$ cat src/rtl/mem_access_unit.sv
// mem_access_unit: sequences MEM-stage data-memory accesses (LB/LBU/LH/LHU/LW, SB/SH/SW).
// Byte/half requests become word-aligned cycles with byte enables; loads are lane-selected
// and sign/zero-extended. Optional macro ACCESS_TIMEOUT_EN bounds the wait for mem_ack_in
// to TIMEOUT_CYCLES ACCESS cycles and turns an expiry into an error response.
module mem_access_unit #(
  parameter int unsigned NB_DATA        = 32,
  parameter int unsigned NB_ADDR        = 32,
  parameter int unsigned TIMEOUT_CYCLES = 16
) (
  input  logic               clock,
  input  logic               reset,
  input  logic               req_valid_in,
  output logic               req_ready_out,
  input  logic               req_write_in,
  input  logic [1:0]         req_size_in,
  input  logic               req_unsigned_in,
  input  logic [NB_ADDR-1:0] req_addr_in,
  input  logic [NB_DATA-1:0] req_wdata_in,
  output logic               mem_en_out,
  output logic [3:0]         mem_we_out,
  output logic [NB_ADDR-1:0] mem_addr_out,
  output logic [NB_DATA-1:0] mem_wdata_out,
  input  logic [NB_DATA-1:0] mem_rdata_in,
  input  logic               mem_ack_in,
  output logic               resp_valid_out,
  output logic [NB_DATA-1:0] resp_rdata_out,
  output logic               resp_error_out,
  output logic               busy_out
);

  typedef enum logic [1:0] {StIdle, StAccess, StResp, StError} state_t;

  state_t               state;
  logic                 write_q;
  logic [1:0]           size_q;
  logic                 unsigned_q;
  logic [NB_ADDR-1:0]   addr_q;
  logic [NB_DATA-1:0]   wdata_q;
  logic [NB_DATA-1:0]   rdata_q;

  logic                 bad_req;
  logic [1:0]           lane;
  logic [NB_DATA-1:0]   rdata_shift;
  logic [NB_DATA-1:0]   load_ext;
  logic [3:0]           we_sel;
  logic [NB_DATA-1:0]   wdata_rep;

`ifdef ACCESS_TIMEOUT_EN
  localparam int unsigned NbTo = $clog2(TIMEOUT_CYCLES + 1);
  logic [NbTo-1:0] to_cnt;
`endif

  // Classify the incoming request as illegal/misaligned.
  always_comb begin
    bad_req = 1'b0;
    case (req_size_in)
      2'b00:   bad_req = 1'b0;
      2'b01:   bad_req = req_addr_in[0];
      2'b10:   bad_req = |req_addr_in[1:0];
      default: bad_req = 1'b1;
    endcase
  end

  // Lane select and extension of the read word; stores return zero.
  always_comb begin
    lane        = addr_q[1:0];
    rdata_shift = mem_rdata_in >> {lane, 3'b000};
    load_ext    = mem_rdata_in;
    case (size_q)
      2'b00: load_ext = unsigned_q ? {{(NB_DATA-8){1'b0}}, rdata_shift[7:0]}
                                   : {{(NB_DATA-8){rdata_shift[7]}}, rdata_shift[7:0]};
      2'b01: load_ext = unsigned_q ? {{(NB_DATA-16){1'b0}}, rdata_shift[15:0]}
                                   : {{(NB_DATA-16){rdata_shift[15]}}, rdata_shift[15:0]};
      default: load_ext = mem_rdata_in;
    endcase
    if (write_q) load_ext = '0;
  end

  // Byte enables and lane-replicated store data from the registered request.
  always_comb begin
    case (size_q)
      2'b00: begin
        we_sel    = 4'b0001 << lane;
        wdata_rep = {4{wdata_q[7:0]}};
      end
      2'b01: begin
        we_sel    = 4'b0011 << lane;
        wdata_rep = {2{wdata_q[15:0]}};
      end
      default: begin
        we_sel    = 4'b1111;
        wdata_rep = wdata_q;
      end
    endcase
    if (!write_q) we_sel = 4'b0000;
  end

  // Control FSM plus request/response registers.
  always_ff @(posedge clock or posedge reset) begin
    if (reset) begin
      state      <= StIdle;
      write_q    <= 1'b0;
      size_q     <= 2'b00;
      unsigned_q <= 1'b0;
      addr_q     <= '0;
      wdata_q    <= '0;
      rdata_q    <= '0;
`ifdef ACCESS_TIMEOUT_EN
      to_cnt     <= '0;
`endif
    end else begin
      case (state)
        StIdle: begin
          if (req_valid_in) begin
            write_q    <= req_write_in;
            size_q     <= req_size_in;
            unsigned_q <= req_unsigned_in;
            addr_q     <= req_addr_in;
            wdata_q    <= req_wdata_in;
            state      <= bad_req ? StError : StAccess;
`ifdef ACCESS_TIMEOUT_EN
            to_cnt     <= '0;
`endif
          end
        end
        StAccess: begin
          if (mem_ack_in) begin
            rdata_q <= load_ext;
            state   <= StResp;
          end
`ifdef ACCESS_TIMEOUT_EN
          // Count value TIMEOUT_CYCLES-1 marks the last allowed no-ack cycle.
          else if (to_cnt == NbTo'(TIMEOUT_CYCLES - 1)) begin
            state <= StError;
          end else begin
            to_cnt <= to_cnt + 1'b1;
          end
`endif
        end
        StResp:  state <= StIdle;
        StError: state <= StIdle;
        default: state <= StIdle;
      endcase
    end
  end

  // Outputs decode directly from the registered state so reset clears them at once.
  always_comb begin
    req_ready_out  = (state == StIdle) && !reset;
    busy_out       = (state != StIdle);
    mem_en_out     = (state == StAccess);
    mem_we_out     = mem_en_out ? we_sel : 4'b0000;
    mem_addr_out   = mem_en_out ? {addr_q[NB_ADDR-1:2], 2'b00} : '0;
    mem_wdata_out  = mem_en_out ? wdata_rep : '0;
    resp_valid_out = (state == StResp) || (state == StError);
    resp_error_out = (state == StError);
    resp_rdata_out = (state == StResp) ? rdata_q : '0;
  end

endmodule
$ cat config.mk
export PLATFORM = sky130hd
export DESIGN_NAME = mem_access_unit
export DESIGN_NICKNAME = d
export VERILOG_FILES = /design/src/rtl/mem_access_unit.sv
export SDC_FILE = /design/constraint.sdc
export NUM_CORES = 1
export LEC_CHECK = 0
export CORE_MARGIN = 1
export CORE_UTILIZATION = 48
export DETAILED_ROUTE_END_ITERATION = 8
export GPL_ROUTABILITY_DRIVEN = 0
export GPL_TIMING_DRIVEN = 0
export PLACE_DENSITY_LB_ADDON = 0.1
export SLEW_MARGIN = 20
export SYNTH_ARGS = -nofsm -noshare
export SYNTH_HDL_FRONTEND = slang
export SYNTH_SLANG_ARGS = --single-unit
$ cat constraint.sdc
create_clock -name clock -period 5.8 [get_ports clock]
set_clock_uncertainty 0.2 [all_clocks]
set_input_delay 1.45 -clock clock [delete_from_list [all_inputs] [get_ports clock]]
set_output_delay 1.45 -clock clock [all_outputs]
set_load 0.005 [all_outputs]
==> metrics <==
outcome finished, final reports clean; vias in the first global route 4895; CTS clk-pin slew, worst paths 100 ps; post-place setup slack 1530 ps; Critical R2R Launch size_q[0]; vias around 4800; initial cell density of the core 49.7%; VDD IR max 242 uV; area of the mapped netlist 0.00541 mm^2; startpoint types flip-flop; Syn Area/Cell about 11 um^2; mean routed wirelength per cell 17.8 um; post-route ant nets 0; initial antenna violation count 0; chip width 108 um; core area 0.0109 mm^2; total gr overflow 0; post-layout util 72.4%; Gate Count Post-Synth 509; kind of critical path reg2out; async set-reset flop share out of synthesis 100%; First-pass DRT Iterations 8; first-pass GRT wire length between 20 and 25 mm; Max-Cap Viols 0; Max Clock Freq 229 MHz; min-delay src rdata_q[5]; Final Max Tran Viols 0; # DRC 0; YS warnings 0; Clock Latency Late Sink 370 ps; sw frac between 30% and 40%; Leak Pwr 3.27 nW; CP Data Required Time ~4200 ps; HP Class reg2reg; Detailed Route Iter0 Violations 220; Slew @ Worst Pin 637 ps; WP buf/inv 4; Row Count 38; DP HPWL 11.7 mm; vias per cell 5.49; R2R setup slack 3660 ps; # Post-CTS Setup Buffers 0; TritonCTS clock tree done; diode count 0; NetSw 0.00141 W; Critical Path, Cell by Cell nand2b_1, clkbuf_1, inv_1, clkbuf_1, nand2_1, a21oi_1, clkdlybuf4s50_1; Final Hold Viols 0; Area Overhead vs Synth 45.8%; Flop pwr share 33.7%; slowest CP cell clkdlybuf4s50_1; Cell variety after synth between 40 and 50; sequential area share after synthesis 47.2%; largest net degree at the start of global routing 73; Critical path origin state[1]; FF+latch count, synth roughly 100; cell family with most CP delay buffers and inverters; final instance area 0.00789 mm^2; worst path arrival time 2710 ps; ys flop type dfrtp_1; Pwr Density 485 mW/mm^2; Die Height 108 um; final worst path period share 75.2%; PostCTS Resize Cnt 0; final net count 832; Placed Area 0.00768 mm^2; nature of the critical path endpoint output port; Buffers on Ports 206; Slew headroom 57.4%; number of buffers created by CTS 9; CTS sink count 102; CTS Hold Bufs 0; Routed WL approximately 16 mm; io pins approximately 210; max incr delay on CP 560 ps; Critical Path Most Common Cell clkbuf_1; final worst slack between 1000 and 1500 ps; Tmin final 4360 ps; clock root cell clkbuf_8; H-tree depth 3; number of flops mapped to enable cells by yosys 0; die area about 0.012 mm^2; Clock Path Buffers 2; critical path fanouts, max 10; gr usage total 27.4%; Pint 0.00242 W; Clk pwr share 12.4%; unrepaired setup endpoints after global routing no; combinational power share 53.9%; final setup violation count 0; share of post-route cells with drive strength above 1 13.9%
worst reg2reg max path, stage by stage (launching register included):
cell and delay (ps):
dfrtp_1 390, buf_2 180, nor2b_1 150, clkbuf_1 200, and4_1 250, a2111oi_0 530
o21ai_1 110
registers in the layout, indices dropped and copies added, names as in the netlist:
name,count
state,2
write_q,1
wdata_q,32
addr_q,32
rdata_q,32
size_q,2
unsigned_q,1
cell families after synthesis:
logic type | synth area share, %
other | 0.0693
AO/OA/AOI/OAI | 12.4
buffers and inverters | 4.44
flip-flops | 47.2
AND/OR/NAND/NOR | 16.7
multiplexers | 19.2
layout by cell type (no fill, tap or decap), drive strengths merged, types with 11 or more instances in the layout:
cell and count:
and2 71, mux2i 28, nor2 48, a21oi 25, clkbuf 31, buf 21
o21ai 11, a221o 16, clkdlybuf4s50 206, mux2 66, dfrtp 102, nand2 33
metrics by stage:
stage          setup TNS (ps)  std cells  total power, W  hold slack [ps]
5_1_grt                     0        873         0.00410              306
2_1_floorplan               0        510         0.00245              235
3_5_place_dp                0        857         0.00337              259
4_1_cts                     0        873         0.00385              282
3_3_place_gp            -9550        856         0.00330              250
6_report                    0        873         0.00383              282
power groups by stage:
stage,clock network [W],registers (W),logic (W)
after floorplan,0,0.00122,0.00123
after global placement,0,0.00129,0.00201
after detailed placement,0,0.00131,0.00206
after CTS,0.000482,0.00129,0.00207
after global routing,0.000511,0.00134,0.00225
final,0.000473,0.00129,0.00206
layout make-up:
cell class | instances | area [um^2]
timing repair buffer | 207 | 2090
clock buffer | 9 | 124
fill | 826 | 3000
multi-input combinational | 360 | 2620
tap | 140 | 175
sequential | 102 | 2550
clock inverter | 7 | 81.3
buffer | 42 | 218
inverter | 6 | 27.5
final timing paths:
kind                       depth (start not counted)       endpoint
max                                                7  mem_we_out[3]
max reg2reg                                        6     rdata_q[9]
max in group asynchronous                          3    wdata_q[24]
min in group asynchronous                          2      addr_q[9]
min reg2reg                                        2     rdata_q[5]
min                                                2     rdata_q[5]
cells in the mapped netlist (6+ instances only):
| library cell | n | share of area, % |
|---|---|---|
| and2_1 | 71 | 8.2 |
| o21ai_0 | 10 | 0.93 |
| a2bb2oi_1 | 7 | 1.1 |
| mux2i_1 | 27 | 5.0 |
| nor2_1 | 47 | 3.3 |
| o41ai_1 | 7 | 1.1 |
| a221o_1 | 16 | 3.0 |
| a21oi_1 | 25 | 2.3 |
| buf_2 | 6 | 0.56 |
| mux2_2 | 61 | 13 |
| nand2_1 | 33 | 2.3 |
| clkbuf_1 | 22 | 1.5 |
| buf_4 | 10 | 1.4 |
| dfrtp_1 | 102 | 47 |
| nand2b_1 | 7 | 0.81 |
metal layers:
layer,up-vias,global-route usage [%],share of wire (%)
li1,2229,-,-
met3,31,6.51,7.5
met2,216,46.0,50
met5,-,0,0
met1,2321,33.6,40
met4,0,12.1,2.7
(Power assumes the default switching activity.)
